--- config.mk ---
export PLATFORM = sky130hd
export DESIGN_NAME = inta_cascade_sequencer
export DESIGN_NICKNAME = d
export VERILOG_FILES = /design/src/rtl/inta_cascade_sequencer.sv
export SDC_FILE = /design/constraint.sdc
export NUM_CORES = 1
export LEC_CHECK = 0
export CORE_MARGIN = 2
export CORE_UTILIZATION = 45
export CTS_BUF_LIST = sky130_fd_sc_hd__clkbuf_8
export DETAILED_ROUTE_END_ITERATION = 12
export HOLD_SLACK_MARGIN = 0.06
export PLACE_DENSITY = 0.84
export SLEW_MARGIN = 25
export SYNTH_ARGS = -nofsm -noshare
export SYNTH_HDL_FRONTEND = slang
export SYNTH_SLANG_ARGS = --single-unit
--- constraint.sdc ---
create_clock -name clk -period 4.7 [get_ports clk]
set_input_delay 0.94 -clock clk [delete_from_list [all_inputs] [get_ports clk]]
set_output_delay 0.94 -clock clk [all_outputs]
set_load 0.01 [all_outputs]
--- src/rtl/inta_cascade_sequencer.sv ---
// rtl/inta_cascade_sequencer.sv - INTA pulse sequencer with cascade drive/select for an 8259A-style PIC
//
// Purpose: counts CPU interrupt-acknowledge pulses, drives CAS[2:0] as a cascaded
// master, matches CAS against its own ID as a slave, and places the CALL/vector
// bytes on the data bus. Pulses isr_set at the first INTA and seq_done at the last.
//
// Ports:
//   clk, rst            clock, asynchronous active-high reset
//   inta_n              asynchronous CPU acknowledge, active low
//   mode_8086           1: two-pulse 8086 sequence, 0: three-pulse 8080 CALL sequence
//   master, sngl        device role; sngl means no cascade at all
//   slave_map           master ICW3, bit n marks a slave on IR n
//   slave_id            slave ICW3 ID
//   irq_valid/irq_level highest-priority pending request from the resolver
//   vec_base, call_addr vector base (8086) and CALL address base (8080)
//   cas_in              sampled CAS lines (slave)
//   cas_out/cas_oe      CAS value and enable (master)
//   data_out/data_oe    data bus byte and enable
//   isr_set             1-cycle pulse: set ISR bit irq_lvl_q
//   irq_lvl_q           level frozen at first INTA
//   seq_done            1-cycle pulse on the final INTA rise

module inta_cascade_sequencer #(
  parameter int SYNC_STAGES = 2
) (
  input  logic        clk,
  input  logic        rst,
  input  logic        inta_n,
  input  logic        mode_8086,
  input  logic        master,
  input  logic        sngl,
  input  logic [7:0]  slave_map,
  input  logic [2:0]  slave_id,
  input  logic        irq_valid,
  input  logic [2:0]  irq_level,
  input  logic [4:0]  vec_base,
  input  logic [15:0] call_addr,
  input  logic [2:0]  cas_in,
  output logic [2:0]  cas_out,
  output logic        cas_oe,
  output logic [7:0]  data_out,
  output logic        data_oe,
  output logic        isr_set,
  output logic [2:0]  irq_lvl_q,
  output logic        seq_done
);

  typedef enum logic [2:0] {
    S_IDLE,
    S_P1,
    S_G1,
    S_P2,
    S_G2,
    S_P3
  } state_t;

  // Synchroniser and edge detector; all flops rest at 1 so reset never looks like a fall.
  logic [SYNC_STAGES-1:0] r_sync;
  logic                   r_inta_prev;
  logic                   w_fall;
  logic                   w_rise;

  always_ff @(posedge clk or posedge rst) begin
    if (rst) begin
      r_sync      <= '1;
      r_inta_prev <= 1'b1;
    end else begin
      r_sync      <= {r_sync[SYNC_STAGES-2:0], inta_n};
      r_inta_prev <= r_sync[SYNC_STAGES-1];
    end
  end

  assign w_fall = r_inta_prev & ~r_sync[SYNC_STAGES-1];
  assign w_rise = ~r_inta_prev & r_sync[SYNC_STAGES-1];

  // Sequence state and the per-sequence context captured at P1 entry.
  state_t     r_state;
  logic       r_mode86;
  logic       r_master;
  logic       r_drive;   // this master drives CAS for a cascaded slave
  logic       r_own;     // this device supplies the vector bytes
  logic       r_sel;     // slave addressed by CAS at first INTA
  logic [2:0] r_lvl;

  logic [2:0] r_cas_out;
  logic       r_cas_oe;
  logic [7:0] r_data;
  logic       r_data_oe;
  logic       r_isr_set;
  logic       r_seq_done;

  state_t     w_state_nxt;
  logic       w_mode86_nxt;
  logic       w_master_nxt;
  logic       w_drive_nxt;
  logic       w_own_nxt;
  logic       w_sel_nxt;
  logic [2:0] w_lvl_nxt;
  logic [2:0] w_cas_out_nxt;
  logic       w_cas_oe_nxt;
  logic [7:0] w_data_nxt;
  logic       w_data_oe_nxt;
  logic       w_isr_nxt;
  logic       w_done_nxt;

  logic [2:0] w_lvl_new;
  logic       w_map_bit;
  logic       w_cas_match;
  logic       w_resp;

  // A missing request acknowledges as spurious IR7.
  assign w_lvl_new   = irq_valid ? irq_level : 3'd7;
  assign w_map_bit   = slave_map[w_lvl_new];
  assign w_cas_match = (cas_in == slave_id);

  always_ff @(posedge clk or posedge rst) begin
    if (rst) begin
      r_state    <= S_IDLE;
      r_mode86   <= 1'b0;
      r_master   <= 1'b0;
      r_drive    <= 1'b0;
      r_own      <= 1'b0;
      r_sel      <= 1'b0;
      r_lvl      <= 3'd0;
      r_cas_out  <= 3'd0;
      r_cas_oe   <= 1'b0;
      r_data     <= 8'd0;
      r_data_oe  <= 1'b0;
      r_isr_set  <= 1'b0;
      r_seq_done <= 1'b0;
    end else begin
      r_state    <= w_state_nxt;
      r_mode86   <= w_mode86_nxt;
      r_master   <= w_master_nxt;
      r_drive    <= w_drive_nxt;
      r_own      <= w_own_nxt;
      r_sel      <= w_sel_nxt;
      r_lvl      <= w_lvl_nxt;
      r_cas_out  <= w_cas_out_nxt;
      r_cas_oe   <= w_cas_oe_nxt;
      r_data     <= w_data_nxt;
      r_data_oe  <= w_data_oe_nxt;
      r_isr_set  <= w_isr_nxt;
      r_seq_done <= w_done_nxt;
    end
  end

  always_comb begin
    w_state_nxt  = r_state;
    w_mode86_nxt = r_mode86;
    w_master_nxt = r_master;
    w_drive_nxt  = r_drive;
    w_own_nxt    = r_own;
    w_sel_nxt    = r_sel;
    w_lvl_nxt    = r_lvl;
    w_isr_nxt    = 1'b0;
    w_done_nxt   = 1'b0;

    case (r_state)
      S_IDLE: begin
        if (w_fall) begin
          w_state_nxt  = S_P1;
          w_mode86_nxt = mode_8086;
          w_master_nxt = master;
          w_lvl_nxt    = w_lvl_new;
          w_drive_nxt  = master & ~sngl & w_map_bit;
          w_own_nxt    = ~master | sngl | ~w_map_bit;
          w_sel_nxt    = w_cas_match;
          w_isr_nxt    = master ? irq_valid : w_cas_match;
        end
      end
      S_P1: if (w_rise) w_state_nxt = S_G1;
      S_G1: if (w_fall) w_state_nxt = S_P2;
      S_P2: begin
        if (w_rise) begin
          if (r_mode86) begin
            w_state_nxt = S_IDLE;
            w_done_nxt  = 1'b1;
          end else begin
            w_state_nxt = S_G2;
          end
        end
      end
      S_G2: if (w_fall) w_state_nxt = S_P3;
      S_P3: begin
        if (w_rise) begin
          w_state_nxt = S_IDLE;
          w_done_nxt  = 1'b1;
        end
      end
      default: w_state_nxt = S_IDLE;
    endcase

    // Outputs are derived from the state being entered so they register together with it.
    w_resp        = w_master_nxt ? w_own_nxt : w_sel_nxt;
    w_data_oe_nxt = 1'b0;
    w_data_nxt    = 8'd0;
    case (w_state_nxt)
      S_P1: begin
        // The CALL opcode always comes from the master, cascaded or not.
        if (!w_mode86_nxt && w_master_nxt) begin
          w_data_oe_nxt = 1'b1;
          w_data_nxt    = 8'hCD;
        end
      end
      S_P2: begin
        if (w_resp) begin
          w_data_oe_nxt = 1'b1;
          w_data_nxt    = w_mode86_nxt ? {vec_base, w_lvl_nxt}
                                       : {call_addr[7:5], w_lvl_nxt, 2'b00};
        end
      end
      S_P3: begin
        if (w_resp) begin
          w_data_oe_nxt = 1'b1;
          w_data_nxt    = call_addr[15:8];
        end
      end
      default: begin
        w_data_oe_nxt = 1'b0;
        w_data_nxt    = 8'd0;
      end
    endcase

    w_cas_oe_nxt  = (w_state_nxt != S_IDLE) & w_drive_nxt;
    w_cas_out_nxt = w_cas_oe_nxt ? w_lvl_nxt : 3'd0;
  end

  assign cas_out   = r_cas_out;
  assign cas_oe    = r_cas_oe;
  assign data_out  = r_data;
  assign data_oe   = r_data_oe;
  assign isr_set   = r_isr_set;
  assign irq_lvl_q = r_lvl;
  assign seq_done  = r_seq_done;

endmodule

==> After elaboration in Yosys (flattened, before gate mapping) <==
Cells that the tools add are included.
W data, S select, Z words.
{ "word_totals": {"ff_bits": 29, "word_cells": 82} }
{ "op_classes": {"order_cmp": 1, "n_eq_ne": 9, "mux": 40, "bitwise": 12, "n_reduce_logical": 5} }
{ "ops": {"columns": ["cell", "count"], "rows": [
  ["$mux W3", 11],
  ["$mux W8", 4],
  ["$pmux W8 S3", 1],
  ["$mux W1", 20],
  ["$pmux W3 S6", 1],
  ["$eq A3 B2 Y1 const B", 3],
  ["$eq A3 B3 Y1 const B", 3],
  ["$eq A3 B1 Y1 const B", 2],
  ["$and A1 B1 Y1", 5],
  ["$not A1 Y1", 5],
  ["$lt A3 B4 Y1 const B", 1],
  ["$pmux W1 S2", 2],
  ["$bmux W1 S3", 1],
  ["$eq A3 B3 Y1", 1],
  ["$logic_not A3 Y1", 1],
  ["$reduce_bool A3 Y1", 1],
  ["$or A1 B1 Y1", 2],
  ["$reduce_or A2 Y1", 1],
  ["$logic_and A1 B1 Y1", 1],
  ["$logic_not A1 Y1", 1]
]} }

==> Depth between registers and ports, before layout <==
Gate-level depths: netlist (run 1).
{ "depth": {"depth_word": 10, "mapped_depth": 7} }

==> Worst setup path after synthesis (run 1) <==
OpenSTA, ideal clock, no wires.
{ "synth_path": {"path_type": "input-to-reg", "from": "in irq_level[0]", "to": "reg r_data[6], in the netlist data_out[6]", "arrival_ns": 2.113, "required_time_ns": 4.590, "setup_slack_ns": 2.476, "path_stages": 5, "n_path_buf": 0, "cell_sequence": "mux4_2 > nand4b_1 > o21a_4 > a21boi_4 > o41ai_1"} }
{ "synth_between": {"elab_chain_cells": 10, "word_cells_on_any_way": 11, "classes_between": "mux (9); bitwise (2)"} }
{ "synth_rtl": {"columns": ["item", "line", "rtl"], "rows": [
  ["start, declared", "35", "input logic [2:0] irq_level,"],
  ["$mux W3 (*)", "112", "assign w_lvl_new = irq_valid ? irq_level : 3'd7;"],
  ["$bmux W1 S3 (*)", "113", "assign w_map_bit = slave_map[w_lvl_new];"],
  ["$mux W1 (not written as such) (*)", "113", null],
  ["$not A1 Y1 (*)", "167", "w_own_nxt = ~master | sngl | ~w_map_bit;"],
  ["$or A1 B1 Y1 (*)", "167", null],
  ["$mux W1 (*)", "161", "if (w_fall) begin"],
  ["$mux W1 (*)", "159", "case (r_state)"],
  ["$mux W1 (*)", "195", "w_resp = w_master_nxt ? w_own_nxt : w_sel_nxt;"],
  ["$mux W8 (on tied branches)", "214, 207", null],
  ["$pmux W8 S3 (*)", "198", "case (w_state_nxt)"],
  ["net w_data_nxt[6]", "101", "logic [7:0] w_data_nxt;"],
  ["end signal, assigned", "141", "r_data <= w_data_nxt;"],
  ["end, declared", "87", "logic [7:0] r_data;"]
]} }
The timed path passes the listed nets; every way through them passes the cells marked *. The select of a mux whose other input is x is not followed.

==> Final worst setup path (run 1) <==
{ "layout_path": {"from": "in irq_level[2]", "to": "reg r_data[6], in the netlist data_out[6]"} }
The elaborated chain is that of the path after synthesis.

==> out/results.ini, run 1 <==
[run_status]
status=completed

[setup_path]
worstPathArrival_ns=2.83
crit_required_ns=4.88
cpMaxStageDelayCell=clkdlybuf4s50_1
crit_buf_inv=1
slowest_delay_ns=0.60
critPathKind=in2reg
critical-path-top-delay-family=compound AO/OA/AOI/OAI gates
end_kind=register
startpoint_type=primary input
crit_path_cell_trace=clkdlybuf4s50_1 > mux2i_1 > o22ai_1 > o2111ai_1 > a21boi_4 > o41ai_1
cp_max_fo=9

[logic_synthesis]
synth_warnings=0
synth.area.top_cells=dfrtp_1 (43%), dfstp_2 (5.2%), a21oi_1 (3.0%), o31ai_1 (3.0%), nand2_1 (2.7%)
synth_ff_type=dfrtp_1
yosysTopAreaCellShare=0.428
synth_edf_count=0
synthArstFlopShare=1.00
synth_cells=139
ys_types=52
yosys_register_bits=29
synth_largest_area_cell=dfrtp_1
syn_nets=184
synth_seq_area_share=0.480
syn_area_um2=1520
avgSynthCellArea_um2=10.9

[sta]
finClkSkew_ns=0.00526
rsz0062_at_grt=false
slew_violations=0
max-slew-margin-rel=0.426
fin_crit_sh=0.565
post-route-min-period_ns=2.65
hold_violations=0
tightest_slew_ns=0.853
setup_viol=0
max_freq_ghz=0.377
fin_setup_tns_ns=0

[floorplanning]
std_cell_rows=21
ios=63
die_w_um=62.1
fp.coreArea_um2=3280
fp.dieH_um=62.1
die_area_um2=3860
initial_core_util=0.463

[grt]
first_global_vias=1444
overflow=0
grt_usage=0.225
grt_max_degree=30
grt_antenna_before_repair=0
grt_pass1_wl_um=6680

[clocking]
cts_resized=0
htree_levels=2
cts_tree=yes
clk_latency_ns=0.29
clkSlewWorstSetupHoldPaths_ns=0.06
cts_buffers=5
ctsHoldBuffers=0
postCtsSetupRepairBufs=0
root_buffer=clkbuf_8
cts_sinks=29
cts_max_path_buffers=2

[detailed_routing]
drtIter0Drc=94
wl_per_cell_um=16.2
vias=1390
ant_nets=0
drtPass1Iterations=4
vias_per_cell=5.65
routed_wl_um=3980
drc_errors=0

[layout]
areaGrowthSynthToFinish_pct=46.2
final.fill_count=260
n_antenna_cell=0
fin_nets=244
layout-drive-gt1-share=0.115
utilization=0.677

[pwr]
share_comb_of_total_power=0.425
peakVddDrop_v=0.000266
sw_frac_of_total=0.357
p_switching_mw=0.393
leakagePower_nw=0.929
p_int_mw=0.709
power.share.clock=0.205
seqPwrFrac=0.370
power.density_nw_per_um2=496

[flow_run]
drv_cap=0

[placed_design]
io_buffers=57
dp_hpwl_um=3040
gp_congestion=0.850

[min_path]
min_path_type=reg2reg

area by class of cell:
class | instances | area [um2] | area share
sequential | 29 | 729 | 0.328
multi-input combinational | 100 | 741 | 0.333
tap | 46 | 57.6 | 0.0259
timing repair buffer | 57 | 571 | 0.257
clock inverter | 1 | 5.00 | 0.00225
inverter | 6 | 22.5 | 0.0101
clock buffer | 7 | 96.3 | 0.0434
per-stage QoR:
step	instances	hold slack (ns)	cell area (um2)	setup WS, ns	total power [mW]
finish	246	0.357	2220	2.05	1.10
global placement	238	0.349	2120	1.82	0.857
floorplan	139	0.345	1520	2.48	0.676
CTS	246	0.357	2220	2.06	1.10
global route	246	0.365	2220	1.85	1.17
detailed placement	238	0.349	2120	1.78	0.874
power by group through the flow:
stage | Clock (mW) | Combinational, mW | Sequential [mW]
finish | 0.226 | 0.468 | 0.408
global route | 0.241 | 0.506 | 0.419
CTS | 0.229 | 0.468 | 0.405
detailed placement | 0 | 0.464 | 0.410
global placement | 0 | 0.453 | 0.405
floorplan | 0 | 0.280 | 0.396
Yosys cell counts, types with 2 or more instances:
| library cell | instances |
|---|---|
| a211oi_1 | 2 |
| a21boi_0 | 5 |
| a21oi_1 | 9 |
| a221oi_1 | 2 |
| a32oi_1 | 2 |
| dfrtp_1 | 26 |
| dfstp_2 | 3 |
| inv_1 | 6 |
| mux2i_1 | 4 |
| nand2_1 | 11 |
| nand2b_1 | 3 |
| nand3_1 | 3 |
| nand3b_1 | 2 |
| nor2_1 | 8 |
| nor2b_1 | 3 |
| nor3_1 | 3 |
| o21ai_0 | 3 |
| o31ai_1 | 6 |
| o41ai_1 | 2 |
| xor2_1 | 4 |
cells by family after synthesis:
kind of cell,share of synthesized area
muxes,0.0584
buffers and inverters,0.0329
xor gates and xnor gates,0.0230
and+or+nand+nor,0.188
AOI/OAI and AO/OA,0.218
DFF,0.480
flip-flops by register name, indices dropped and copies added (netlist names):
signal,flops
data_out,8
cas_out,3
irq_lvl_q,3
r_state,3
r_sync,2
cas_oe,1
data_oe,1
isr_set,1
r_drive,1
r_inta_prev,1
r_master,1
r_mode86,1
r_own,1
r_sel,1
seq_done,1
path summary, 6_finish.rpt:
kind	cells past startpoint	start	slack, ns	endpoint
worst min-delay path	0	r_sync[0]$_DFF_PP1_	0.36	r_sync[1]$_DFF_PP1_
worst max register to register	5	r_state[2]$_DFF_PP0_	2.36	data_out[6]$_DFF_PP0_
worst max-delay path	6	irq_level[2]	2.05	data_out[6]$_DFF_PP0_
max in group asynchronous	2	rst	3.27	isr_set$_DFF_PP0_
min in group asynchronous	2	rst	1.04	cas_out[1]$_DFF_PP0_
worst min register to register	0	r_sync[0]$_DFF_PP1_	0.36	r_sync[1]$_DFF_PP1_
cell usage in the layout (no fill, tap or decap), drive strengths merged, types with 2 or more instances in the layout:
master	synthesis	routed
clkdlybuf4s50	0	57
dfrtp	26	26
nand2	11	11
a21oi	9	9
nor2	9	9
clkbuf	1	7
o31ai	6	6
inv	6	6
a21boi	6	6
xor2	4	4
mux2i	4	4
o21ai	4	4
nand2b	3	3
nor2b	3	3
nor3	3	3
nand3	3	3
dfstp	3	3
nand3b	2	2
a221oi	2	2
o41ai	2	2
a211oi	2	2
a32oi	2	2
mux2	2	2
nor4b	2	2
layer usage:
metal | vias to the layer above | global-route usage | routed length (um)
met5 | - | 0 | 0
met4 | 0 | 0.111 | 99
met3 | 10 | 0.0652 | 232
met2 | 56 | 0.385 | 2070
met1 | 681 | 0.259 | 1580
li1 | 643 | - | -
No activity file was read; power rests on OpenSTA's default activity.
==> run 2, diff against run 1 <==
--- a/config.mk
+++ b/config.mk
@@ -6,11 +6,11 @@
 export NUM_CORES = 1
 export LEC_CHECK = 0
 export CORE_MARGIN = 2
-export CORE_UTILIZATION = 45
+export CORE_UTILIZATION = 40
 export CTS_BUF_LIST = sky130_fd_sc_hd__clkbuf_8
 export DETAILED_ROUTE_END_ITERATION = 12
 export HOLD_SLACK_MARGIN = 0.06
-export PLACE_DENSITY = 0.84
+export PLACE_DENSITY = 0.79
 export SLEW_MARGIN = 25
 export SYNTH_ARGS = -nofsm -noshare
 export SYNTH_HDL_FRONTEND = slang
==> constraint.sdc (replaced) <==
create_clock -name clk -period 2.1 [get_ports clk]
set_input_delay 0.42 -clock clk [delete_from_list [all_inputs] [get_ports clk]]
set_output_delay 0.42 -clock clk [all_outputs]
set_load 0.01 [all_outputs]
==> out/results.ini, run 2 (same netlist as run 1, synthesis figures left out) <==
[layout]
final_common_cell=clkdlybuf4s50_1
instances_no_fill=280  ; +14%
largest_register_ffs=8  ; unchanged
final.fill_count=264  ; +1.5%
areaGrowthSynthToFinish_pct=68.2
multi_input_area_um2=802  ; +8.3%
ff_latch_area_um2=731  ; +0.17%
n_antenna_cell=0  ; unchanged
fin_nets=276  ; +13%
utilization=0.699  ; +0.0220
final_cell_mix=clkdlybuf4s50_1 (57), buf_4 (28), dfrtp_1 (25), nand2_1 (11), a21oi_1 (9)
layout-drive-gt1-share=0.267  ; +0.152

[setup_path]
r2r_setup_slack_ns=-0.003  ; -2.36 ns
reg2reg_from=r_inta_prev$_DFF_PP1_
critPathKind=reg2reg
startpoint_type=register
cp_max_fo=4  ; -5
cpMaxStageDelayCell=dfstp_2
worstPathArrival_ns=2.25  ; -0.58 ns
end_kind=register
crit_path_cell_trace=or4b_4 > buf_6 > o21ai_2 > buf_4 > a21boi_0 > a221oi_1 > o41ai_1
timing.rr.end=data_out[7]$_DFF_PP0_
crit_required_ns=2.25  ; -2.63 ns
slowest_delay_ns=0.53  ; -0.07 ns
r2r.worst_path.cells=7  ; +2

[floorplanning]
std_cell_rows=22  ; +4.8%
ios=63  ; unchanged
fp.coreArea_um2=3660  ; +11%
fp.dieH_um=65.7  ; +5.7%
die_w_um=65.7  ; +5.7%
die_area_um2=4310  ; +12%
initial_core_util=0.415  ; -0.0476

[pwr]
p_int_mw=1.87  ; +160%
leakagePower_nw=1.12  ; +20%
p_switching_mw=1.02  ; +160%
seqPwrFrac=0.313  ; -0.057
power.share.clock=0.208  ; +0.003
share_comb_of_total_power=0.479  ; +0.054
sw_frac_of_total=0.353  ; -0.00378
power.density_nw_per_um2=1130  ; +130%
power_mw=2.89  ; +160%
peakVddDrop_v=0.000623  ; +130%

[sta]
fin_setup_tns_ns=-0.00306  ; -0.00306 ns
worst_slack_ns=-0.00306  ; -2.05 ns
rsz0062_at_grt=true
tightest_slew_ns=0.509  ; -0.344 ns
finClkSkew_ns=0.00183  ; -0.00343 ns
fin_crit_sh=1.00
slew_violations=0  ; unchanged
max-slew-margin-rel=0.660  ; +0.234
setup_viol=1  ; +1
post-route-min-period_ns=2.10
hold_violations=0  ; unchanged
max_freq_ghz=0.475

[placed_design]
dpl_worst_slack_ns=-0.248  ; -2.03 ns
io_buffers=57  ; unchanged
gp_congestion=0.832  ; -2.1%
dp_hpwl_um=3300  ; +8.5%
dpl.cell_count=267  ; +12%

[grt]
met3_usage=0.0548  ; -0.0104
grt_usage=0.217  ; -0.00760
grt_pass1_wl_um=7000  ; +4.9%
met1_usage=0.250  ; -0.00892
overflow=0  ; unchanged
grt_antenna_before_repair=0  ; unchanged
grt_busiest_layer=met2
met2_usage=0.383  ; -0.00194
first_global_vias=1557  ; +7.8%
grt_max_degree=30  ; unchanged

[clocking]
cts_tree=yes
root_buffer=clkbuf_8
cts_buffers=5  ; unchanged
cts_sinks=29  ; unchanged
ctsHoldBuffers=0  ; unchanged
htree_levels=2  ; unchanged
cts_max_path_buffers=2  ; unchanged
clkSlewWorstSetupHoldPaths_ns=0.06  ; about the same
clk_latency_ns=0.28  ; about the same

[detailed_routing]
drtPass1Iterations=4  ; unchanged
ant_nets=0  ; unchanged
vias=1530  ; +10%
drtIter0Drc=67  ; -29%
drc_errors=0  ; unchanged
routed_wl_um=4660  ; +17%
vias_per_cell=5.46  ; -3.3%
wl_per_cell_um=16.6  ; +2.7%

[min_path]
hold_depth=0  ; unchanged
hold_start=r_sync[0]$_DFF_PP1_
whs_endpoint=r_sync[1]$_DFF_PP1_
min_path_type=reg2reg

[flow_run]
drv_cap=0  ; unchanged

[run_status]
status=finished with violations
violations=setup timing

==> run 2: cell count changes in the layout (fill, tap and decap cells not counted), moves of 2 or more <==
cell and change:
a211oi_1 -2, o31ai_1 -2, a211oi_2 +2, buf_4 +28
buf_6 +4, inv_1 +2
==> run 2: critical path, delay by kind of cell (launching register included) <==
kind / cells / cell delay (ns)
AO/OA/AOI/OAI: 4 / 0.62
flip-flops: 1 / 0.53
AND/OR/NAND/NOR: 1 / 0.53
buffers and inverters: 2 / 0.29
==> run 2: area by class of cell <==
cell class	count	share of cell area
clock buffer	6	0.0323
clock inverter	2	0.0132
inverter	6	0.00881
multi-input combinational	100	0.314
sequential	29	0.286
tap	48	0.0235
timing repair buffer	89	0.323
==> run 2: per-stage QoR <==
stage / hold slack [ns] / area (um2)
after floorplan: 0.345 / 1520
after global placement: 0.348 / 2330
after detailed placement: 0.348 / 2330
after CTS: 0.357 / 2480
after global routing: 0.361 / 2560
final: 0.356 / 2560
==> run 2: timing repair <==
item                                    CTS  global route
pin swaps                                 1             7
buffers inserted                          3             2
gates resized for setup                   4            13
endpoints found under the setup margin    9             9
==> run 2: layer usage <==
layer / part of all wire / vias up / wire (um)
met1: 0.40 / 730 / 1860
met4: 0.017 / 0 / 80
met2: 0.51 / 86 / 2360
li1: - / 707 / -
met3: 0.077 / 7 / 357
met5: 0 / - / 0
==> run 2: worst max path at each step <==
stage / start / end / slack, ns
global route: r_inta_prev$_DFF_PP1_ / data_out[1]$_DFF_PP0_ / -0.06
floorplan: r_state[1]$_DFF_PP0_ / data_out[6]$_DFF_PP0_ / -0.05
finish: r_inta_prev$_DFF_PP1_ / data_out[7]$_DFF_PP0_ / -0.003
global placement: irq_level[0] / data_out[6]$_DFF_PP0_ / -0.18
detailed placement: irq_level[0] / data_out[5]$_DFF_PP0_ / -0.25
CTS: r_inta_prev$_DFF_PP1_ / data_out[7]$_DFF_PP0_ / 0.002
==> run 2: power by group through the flow <==
| stage | Sequential [mW] | Combinational (mW) | Clock [mW] |
|---|---|---|---|
| floorplan | 0.887 | 0.626 | 0 |
| global placement | 0.883 | 1.18 | 0 |
| detailed placement | 0.892 | 1.21 | 0 |
| CTS | 0.887 | 1.26 | 0.600 |
| global route | 0.917 | 1.47 | 0.629 |
| finish | 0.904 | 1.38 | 0.600 |
